File: config.mk
export PLATFORM = sky130hd
export DESIGN_NAME = unified_mem_arbiter_flat
export DESIGN_NICKNAME = d
export VERILOG_FILES = /design/src/rtl/unified_mem_arbiter_pkg.sv /design/src/rtl/unified_mem_arbiter_if.sv /design/src/rtl/unified_mem_arbiter_perf_cnt.sv /design/src/rtl/unified_mem_arbiter.sv /design/src/flat_wrapper.sv
export SDC_FILE = /design/constraint.sdc
export NUM_CORES = 1
export LEC_CHECK = 0
export BUFFER_PORTS_ARGS = -buffer_cell sky130_fd_sc_hd__buf_2
export CORE_AREA = 2 2 105 107
export DETAILED_ROUTE_END_ITERATION = 7
export DIE_AREA = 0 0 107 109
export PLACE_DENSITY = 0.68
export REMOVE_ABC_BUFFERS = 1
export SLEW_MARGIN = 20
export SYNTH_ARGS = -nofsm -noshare
export SYNTH_HDL_FRONTEND = slang
export SYNTH_SLANG_ARGS = --single-unit
File: constraint.sdc
create_clock -name clk -period 2.65 [get_ports clk]
set_input_delay 0.53 -clock clk [delete_from_list [all_inputs] [get_ports clk]]
set_output_delay 0.53 -clock clk [all_outputs]
set_load 0.01 [all_outputs]
File: src/rtl/unified_mem_arbiter_pkg.sv
// Shared types and defaults for the unified IF/MEM memory arbiter.
package mem_arb_pkg;

  localparam int DEF_ADDR_W = 32;
  localparam int DEF_DATA_W = 32;

  typedef enum logic [1:0] {
    IDLE      = 2'b00,
    SERVE_MEM = 2'b01,
    SERVE_IF  = 2'b10
  } arb_state_e;

  function automatic logic any_mem_req(input logic rd_req, input logic wr_req);
    return rd_req | wr_req;
  endfunction

endpackage

File: src/rtl/unified_mem_arbiter_if.sv
// Bus bundle between the IF/MEM pipeline stages, the arbiter and the unified RAM.
interface unified_mem_arbiter_if #(
  parameter int ADDR_W = mem_arb_pkg::DEF_ADDR_W,
  parameter int DATA_W = mem_arb_pkg::DEF_DATA_W
);

  logic              if_req;
  logic [ADDR_W-1:0] if_addr;
  logic [DATA_W-1:0] if_rdata;
  logic              if_ack;
  logic              mem_rd_req;
  logic              mem_wr_req;
  logic [ADDR_W-1:0] mem_addr;
  logic [DATA_W-1:0] mem_wdata;
  logic [DATA_W-1:0] mem_rdata;
  logic              mem_ack;
  logic              ram_req;
  logic              ram_we;
  logic [ADDR_W-1:0] ram_addr;
  logic [DATA_W-1:0] ram_wdata;
  logic [DATA_W-1:0] ram_rdata;
  logic              ram_ready;
  logic              if_stall;
  logic              mem_stall;

  // Pipeline stages and RAM model side
  modport master (
    output if_req, if_addr, mem_rd_req, mem_wr_req, mem_addr, mem_wdata,
           ram_rdata, ram_ready,
    input  if_rdata, if_ack, mem_rdata, mem_ack, ram_req, ram_we, ram_addr,
           ram_wdata, if_stall, mem_stall
  );

  // Arbiter side
  modport slave (
    input  if_req, if_addr, mem_rd_req, mem_wr_req, mem_addr, mem_wdata,
           ram_rdata, ram_ready,
    output if_rdata, if_ack, mem_rdata, mem_ack, ram_req, ram_we, ram_addr,
           ram_wdata, if_stall, mem_stall
  );

endinterface

File: src/rtl/unified_mem_arbiter_perf_cnt.sv
// Free-running wrapping event counter, cleared only by the async reset.
module mem_arb_perf_cnt #(
  parameter int           W         = 32,
  parameter logic [W-1:0] RESET_VAL = {W{1'b0}}
) (
  input  logic         clk,
  input  logic         reset_n,
  input  logic         inc,
  output logic [W-1:0] count
);

  logic [W-1:0] count_r;

  // Count qualifying cycles; natural wrap from all-ones to zero
  always_ff @(posedge clk or negedge reset_n) begin
    if (!reset_n) begin
      count_r <= RESET_VAL;
    end else if (inc) begin
      count_r <= count_r + {{(W-1){1'b0}}, 1'b1};
    end else begin
      count_r <= count_r;
    end
  end

  assign count = count_r;

endmodule

File: src/rtl/unified_mem_arbiter.sv
// Single-port unified RAM arbiter between IF and MEM stages (MEM has priority).
// Optional stall-cycle counters enabled by UNIFIED_MEM_ARBITER_PERF_EN.
module unified_mem_arbiter
  import mem_arb_pkg::*;
#(
  parameter int ADDR_W = DEF_ADDR_W,
  parameter int DATA_W = DEF_DATA_W
) (
  input  logic                 clk,
  input  logic                 reset_n,
`ifdef UNIFIED_MEM_ARBITER_PERF_EN
  output logic [31:0]          if_wait_cnt,
  output logic [31:0]          mem_wait_cnt,
`endif
  unified_mem_arbiter_if.slave bus
);

  arb_state_e        state_r;
  arb_state_e        state_s;
  logic              load_mem_s;
  logic              load_if_s;
  logic              mem_any_s;
  logic              if_ack_s;
  logic              mem_ack_s;
  logic              ram_req_r;
  logic              ram_we_r;
  logic [ADDR_W-1:0] ram_addr_r;
  logic [DATA_W-1:0] ram_wdata_r;

  assign mem_any_s = any_mem_req(bus.mem_rd_req, bus.mem_wr_req);

  // Next grant: MEM first from IDLE; on completion hand over to the other requester
  always_comb begin
    state_s    = state_r;
    load_mem_s = 1'b0;
    load_if_s  = 1'b0;
    case (state_r)
      IDLE: begin
        if (mem_any_s) begin
          state_s    = SERVE_MEM;
          load_mem_s = 1'b1;
        end else if (bus.if_req) begin
          state_s   = SERVE_IF;
          load_if_s = 1'b1;
        end else begin
          state_s = IDLE;
        end
      end
      SERVE_MEM: begin
        if (bus.ram_ready) begin
          if (bus.if_req) begin
            state_s   = SERVE_IF;
            load_if_s = 1'b1;
          end else begin
            state_s = IDLE;
          end
        end else begin
          state_s = SERVE_MEM;
        end
      end
      SERVE_IF: begin
        if (bus.ram_ready) begin
          if (mem_any_s) begin
            state_s    = SERVE_MEM;
            load_mem_s = 1'b1;
          end else begin
            state_s = IDLE;
          end
        end else begin
          state_s = SERVE_IF;
        end
      end
      default: begin
        state_s = IDLE;
      end
    endcase
  end

  // State register and RAM command; the command is held untouched between grants
  always_ff @(posedge clk or negedge reset_n) begin
    if (!reset_n) begin
      state_r     <= IDLE;
      ram_req_r   <= 1'b0;
      ram_we_r    <= 1'b0;
      ram_addr_r  <= {ADDR_W{1'b0}};
      ram_wdata_r <= {DATA_W{1'b0}};
    end else begin
      state_r   <= state_s;
      ram_req_r <= (state_s != IDLE);
      if (load_mem_s) begin
        ram_we_r    <= bus.mem_wr_req;
        ram_addr_r  <= bus.mem_addr;
        ram_wdata_r <= bus.mem_wdata;
      end else if (load_if_s) begin
        ram_we_r    <= 1'b0;
        ram_addr_r  <= bus.if_addr;
        ram_wdata_r <= {DATA_W{1'b0}};
      end else begin
        ram_we_r    <= ram_we_r;
        ram_addr_r  <= ram_addr_r;
        ram_wdata_r <= ram_wdata_r;
      end
    end
  end

  // Completion is combinational on ram_ready so the stage can advance the same cycle
  assign if_ack_s  = (state_r == SERVE_IF)  & bus.ram_ready;
  assign mem_ack_s = (state_r == SERVE_MEM) & bus.ram_ready;

  assign bus.if_ack    = if_ack_s;
  assign bus.mem_ack   = mem_ack_s;
  assign bus.if_rdata  = bus.ram_rdata;
  assign bus.mem_rdata = bus.ram_rdata;
  assign bus.if_stall  = bus.if_req & ~if_ack_s;
  assign bus.mem_stall = mem_any_s & ~mem_ack_s;
  assign bus.ram_req   = ram_req_r;
  assign bus.ram_we    = ram_we_r;
  assign bus.ram_addr  = ram_addr_r;
  assign bus.ram_wdata = ram_wdata_r;

`ifdef UNIFIED_MEM_ARBITER_PERF_EN
  mem_arb_perf_cnt #(.W(32)) u_if_wait (
    .clk     (clk),
    .reset_n (reset_n),
    .inc     (bus.if_stall),
    .count   (if_wait_cnt)
  );

  mem_arb_perf_cnt #(.W(32)) u_mem_wait (
    .clk     (clk),
    .reset_n (reset_n),
    .inc     (bus.mem_stall),
    .count   (mem_wait_cnt)
  );
`else
`endif

endmodule

File: src/flat_wrapper.sv
// flat-port wrapper written by rule: the top's interface ports become plain ports
module unified_mem_arbiter_flat import mem_arb_pkg::*;
#(
  parameter int ADDR_W = DEF_ADDR_W,
  parameter int DATA_W = DEF_DATA_W
)
  (clk, reset_n, bus_if_req, bus_if_addr, bus_mem_rd_req, bus_mem_wr_req, bus_mem_addr, bus_mem_wdata, bus_ram_rdata, bus_ram_ready, bus_if_rdata, bus_if_ack, bus_mem_rdata, bus_mem_ack, bus_ram_req, bus_ram_we, bus_ram_addr, bus_ram_wdata, bus_if_stall, bus_mem_stall);
  unified_mem_arbiter_if #(.ADDR_W(ADDR_W), .DATA_W(DATA_W)) bus_i ();
  input  logic clk;
  input  logic reset_n;
  input wire logic [$bits(bus_i.if_req)-1:0] bus_if_req;
  input wire logic [$bits(bus_i.if_addr)-1:0] bus_if_addr;
  input wire logic [$bits(bus_i.mem_rd_req)-1:0] bus_mem_rd_req;
  input wire logic [$bits(bus_i.mem_wr_req)-1:0] bus_mem_wr_req;
  input wire logic [$bits(bus_i.mem_addr)-1:0] bus_mem_addr;
  input wire logic [$bits(bus_i.mem_wdata)-1:0] bus_mem_wdata;
  input wire logic [$bits(bus_i.ram_rdata)-1:0] bus_ram_rdata;
  input wire logic [$bits(bus_i.ram_ready)-1:0] bus_ram_ready;
  output wire logic [$bits(bus_i.if_rdata)-1:0] bus_if_rdata;
  output wire logic [$bits(bus_i.if_ack)-1:0] bus_if_ack;
  output wire logic [$bits(bus_i.mem_rdata)-1:0] bus_mem_rdata;
  output wire logic [$bits(bus_i.mem_ack)-1:0] bus_mem_ack;
  output wire logic [$bits(bus_i.ram_req)-1:0] bus_ram_req;
  output wire logic [$bits(bus_i.ram_we)-1:0] bus_ram_we;
  output wire logic [$bits(bus_i.ram_addr)-1:0] bus_ram_addr;
  output wire logic [$bits(bus_i.ram_wdata)-1:0] bus_ram_wdata;
  output wire logic [$bits(bus_i.if_stall)-1:0] bus_if_stall;
  output wire logic [$bits(bus_i.mem_stall)-1:0] bus_mem_stall;
  assign bus_i.if_req = bus_if_req;
  assign bus_i.if_addr = bus_if_addr;
  assign bus_i.mem_rd_req = bus_mem_rd_req;
  assign bus_i.mem_wr_req = bus_mem_wr_req;
  assign bus_i.mem_addr = bus_mem_addr;
  assign bus_i.mem_wdata = bus_mem_wdata;
  assign bus_i.ram_rdata = bus_ram_rdata;
  assign bus_i.ram_ready = bus_ram_ready;
  assign bus_if_rdata = bus_i.if_rdata;
  assign bus_if_ack = bus_i.if_ack;
  assign bus_mem_rdata = bus_i.mem_rdata;
  assign bus_mem_ack = bus_i.mem_ack;
  assign bus_ram_req = bus_i.ram_req;
  assign bus_ram_we = bus_i.ram_we;
  assign bus_ram_addr = bus_i.ram_addr;
  assign bus_ram_wdata = bus_i.ram_wdata;
  assign bus_if_stall = bus_i.if_stall;
  assign bus_mem_stall = bus_i.mem_stall;
  unified_mem_arbiter #(.ADDR_W(ADDR_W), .DATA_W(DATA_W)) u_core (.clk(clk), .reset_n(reset_n), .bus(bus_i));
endmodule
-- After elaboration in Yosys (flattened, before gate mapping)
Index checks and enable logic that the tools add are counted.
- mux-type cells: 19
- equality and inequality tests: 2
- bitwise gates (word level): 7
- reductions and logical operators: 3
- operators with widths (kind ; number):
    2-to-1 mux 32 bit ; 4
    2-to-1 mux 1 bit ; 8
    2-to-1 mux 2 bit ; 4
    case mux 2 bit (3 select lines) ; 1
    AND 1 bit ; 4
    case mux 1 bit (2 select lines) ; 2
    nonzero test 2 bit ; 2
    == test 2 x 1 -> 1 bit (second input constant) ; 1
    == test 2 bit (second input constant) ; 1
    logical NOT 2 bit ; 1
    inverter 1 bit ; 2
    OR 1 bit ; 1
- flip-flop bits (word level): 68
- logic and storage cells: 36
- input port bits: 134
- output and inout port bits: 134

-- Logic depth before layout (Yosys ltp)
- word-level depth: 5
- mapped depth: 6
- gate-level depth less buffers: 4

-- Worst setup path before layout
Ideal clock, no wire load.
- kind: input to register
- from: in bus_ram_ready
- to: reg u_core.ram_addr_r[16], in the netlist u_core.bus.ram_addr[16]
- library setup time: 0.125 ns
- stages on the path: 5
- arrival: 1.712 ns
- required time: 2.525 ns
- path slack: 0.814 ns
- path buffers: 1
- cells stage by stage: nor2b_4 > nor3_4 > buf_6 > mux2_2 > mux2_2
- longest elaborated chain between the ends: 3
- elaborated cells between the ends (all ways): 6
- classes of those cells: mux (5); reduce/logical (1)
- RTL lines (element ; RTL line ; text):
    start, declared ; flat_wrapper.sv:18 ; input wire logic [$bits(bus_i.ram_ready)-1:0] bus_ram_ready;
    2-to-1 mux 1 bit, on equally long branches ; unified_mem_arbiter.sv:62, unified_mem_arbiter.sv:50 ;
    case mux 1 bit (2 select lines) ; unified_mem_arbiter.sv:37 ; case (state_r)
    2-to-1 mux 32 bit or nonzero test 2 bit (tied branches) ; -- ;
    end signal, assigned ; unified_mem_arbiter.sv:92 ; ram_addr_r <= bus.mem_addr;
    end signal, assigned ; unified_mem_arbiter.sv:96 ; ram_addr_r <= bus.if_addr;
    end signal, assigned ; unified_mem_arbiter.sv:100 ; ram_addr_r <= ram_addr_r;
    end, declared ; unified_mem_arbiter.sv:27 ; logic [ADDR_W-1:0] ram_addr_r;
Parallel ways exist; a longest one is shown, timed or not.
A chain may end at the register's enable or synchronous reset.

-- Worst setup path after layout
- from: reg u_core.state_r[0]
- to: out bus_mem_stall
- longest elaborated chain between the ends: 4
- RTL lines (element ; RTL line ; text):
    start, declared ; unified_mem_arbiter.sv:18 ; arb_state_e state_r;
    start signal, assigned ; unified_mem_arbiter.sv:88 ; state_r <= state_s;
    == test 2 x 1 -> 1 bit ; unified_mem_arbiter.sv:108 ; assign mem_ack_s = (state_r == SERVE_MEM) & bus.ram_ready;
    AND 1 bit ; unified_mem_arbiter.sv:108 ;
    inverter 1 bit ; unified_mem_arbiter.sv:115 ; assign bus.mem_stall = mem_any_s & ~mem_ack_s;
    AND 1 bit ; unified_mem_arbiter.sv:115 ;
    end, declared ; flat_wrapper.sv:28 ; output wire logic [$bits(bus_i.mem_stall)-1:0] bus_mem_stall;
Every way passes these cells.

==> flow_metrics.py <==
metrics = {
    "setup_path": {
        "crit_family": "flip-flops",
        "rrSetupSlack_ns": 0.72,
        "required_ns": 2.12,
        "crit_fanout": 11,
        "cp_num_buf_inv": 1,
        "cp.depth": 4,
        "crit_type": "reg -> out",
        "rr_worst_depth": 5,
        "worstPathArrival_ns": 1.40,
        "path_cells": "nand2_1 -> nor2_1 -> nor2_1 -> buf_2",
        "start_kind": "register",
        "cp_slowest_cell": "dfrtp_1",
        "cp_common_cell": "nor2_1",
        "max_stage_delay_ns": 0.56,
        "critPathCaptureType": "output port",
    },
    "route": {
        "drtIter0Drc": 87,
        "ant_nets": 0,
        "via_count": 2465,
        "vias_per_cell": 4.74,
        "wire_per_inst_um": 19.1,
        "first_pass_iters": 6,
        "wirelength_mm": 9.94,
        "drc_errors": 0,
    },
    "cts": {
        "cts_tree": "built",
        "cts-buffers-inserted": 9,
        "clockBufferDepth": 2,
        "post_cts_buffers": 0,
        "htreeDepth": 3,
        "clock-sinks": 68,
        "insertion_delay_ns": 0.34,
        "clockRootBuffer": "clkbuf_8",
        "path_clk_slew_ns": 0.09,
        "cts-hold-fix-buffers": 0,
        "post_cts_resized": 0,
    },
    "final_layout": {
        "final_nets": 508,
        "area_delta_synth_final_pct": 21.9,
        "fin_util_pct": 39.4,
        "final_common_cell": "buf_2",
        "drive_gt1_share_pct": 67.3,
        "fin_area_um2": 4170,
        "final_cells": 520,
        "mostFrequentLayoutCells": "buf_2 (170), dfrtp_1 (68), mux2_2 (60), a22o_1 (33), clkbuf_8 (9)",
    },
    "power_and_ir_drop": {
        "p_sw_share_pct": 32.1,
        "p_switching_mw": 1.22,
        "p_per_area_nw_per_um2": 913,
        "seqPwrFrac_pct": 40.6,
        "pwr-share-comb_pct": 34.2,
        "power_frac_clock_pct": 25.2,
        "internal_power_mw": 2.59,
        "peakVddDrop_v": 0.000352,
        "p_leak_nw": 2.09,
        "finalPower_mw": 3.81,
    },
    "logic_synthesis": {
        "ys_warn_count": 0,
        "synthDistinctLibCells": 21,
        "ys_seq_area_share_pct": 49.7,
        "synth_cells": 266,
        "synth-seq-cells": 68,
        "synth.avg_cell_area_um2": 12.9,
        "synth_area_um2": 3420,
    },
    "sta": {
        "relSlewSlack_pct": 43.6,
        "finClkSkew_ns": 0.0109,
        "slew_violations": 0,
        "hold_viol": 0,
        "fmax_mhz": 518,
        "layout_setup_ws_ns": 0.720,
        "post-route-period-util_pct": 72.8,
        "rsz0062_at_grt": "no",
        "worst_slew_pin_slew_ns": 0.846,
        "period_needed_ns": 1.93,
        "fin_setup_tns_ns": 0,
        "setup_viol": 0,
        "hold_slack_ns": 0.288,
    },
    "floorplanning": {
        "die_area_um2": 11700,
        "core_area_um2": 10600,
        "initial_utilization_pct": 32.3,
        "fp.dieH_um": 109,
        "ios": 268,
        "rows": 38,
        "die_w_um": 107,
    },
    "placed_design": {
        "place_inst": 503,
        "dp_hpwl_mm": 7.58,
        "place_congestion": 0.793,
        "dpl_worst_slack_ns": 0.500,
        "placed_area_um2": 3950,
        "io_buffer_count": 171,
    },
    "grt": {
        "grt_max_degree": 69,
        "antenna_found_initial": 1,
        "grtUsageTotal_pct": 16.6,
        "grt_pass1_wl_mm": 14.0,
        "grt_remaining_overflow": 0,
        "grt_pass1_vias": 2467,
    },
    "flow_run": {
        "drv_cap": 0,
    },
    "outcome": {
        "status": "complete, no violations",
    },
    "hold_path": {
        "hold_class": "in -> async",
    },
}
worst paths after layout:
check                                               from                       end
worst max-delay path                   u_core.state_r[0]             bus_mem_stall
worst min-delay path                             reset_n  u_core.bus.ram_wdata[22]
worst max register to register         u_core.state_r[1]   u_core.bus.ram_addr[10]
worst min register to register  u_core.bus.ram_wdata[26]  u_core.bus.ram_wdata[26]
max in group asynchronous                        reset_n   u_core.bus.ram_wdata[3]
min in group clk                       bus_mem_wdata[13]  u_core.bus.ram_wdata[13]
synth_stat cells:
cell type	n	area, µm²
dfrtp_1	68	1700
buf_4	66	495
mux2_2	60	676
a22o_1	33	289
buf_2	9	45.0
nor3_1	5	25.0
mux2_1	4	45.0
buf_6	3	33.8
nor2_1	3	11.3
a21oi_1	2	10.0
inv_1	2	7.51
o22ai_1	2	12.5
a211oi_1	1	7.51
a31oi_1	1	6.26
nand2_1	1	3.75
nand2b_1	1	6.26
nor2_2	1	6.26
nor2b_1	1	6.26
nor2b_4	1	13.8
nor3_4	1	16.3
o21ai_0	1	5.00
metal layers:
metal	GRT usage, %	vias up	part of all wire, %
met1	19.6	1147	41
li1	-	1096	-
met5	10.7	-	1.6
met2	21.0	198	39
met3	13.8	18	18
met4	5.94	6	1.2
registers in the layout, summed over array words and instances (netlist names):
| register | flops |
|---|---|
| u_core.bus.ram_we | 1 |
| u_core.bus.ram_wdata | 32 |
| u_core.bus.ram_addr | 32 |
| u_core.bus.ram_req | 1 |
| u_core.state_r | 2 |
power groups by stage:
stage                     Combinational (mW)  Sequential [mW]  Clock (mW)
after CTS                               1.33             1.55        1.00
after floorplan                        0.576             1.72           0
after global placement                  1.30             1.55           0
after global routing                    1.42             1.59        1.05
final                                   1.30             1.54       0.959
after detailed placement                1.32             1.56           0
final cells by class:
class                           instances  area (µm²)
Tap cell                              140         175
Antenna cell                            1        2.50
Clock buffer                            9         124
Fill cell                            1017        6430
Timing Repair Buffer                  175         913
Clock inverter                          7        97.6
Sequential cell                        68        1700
Multi-Input combinational cell        118        1150
Inverter                                2        7.51
logic make-up (layout without fill, tap and decap cells):
logic type | Yosys count | after routing | share of synthesized area, %
and+or+nand+nor | 14 | 14 | 2.60
other | 0 | 1 | 0
muxes | 64 | 64 | 21.1
DFF | 68 | 68 | 49.7
AOI/OAI and AO/OA | 40 | 40 | 9.65
buffers and inverters | 80 | 193 | 17.0
(Power assumes the default switching activity.)
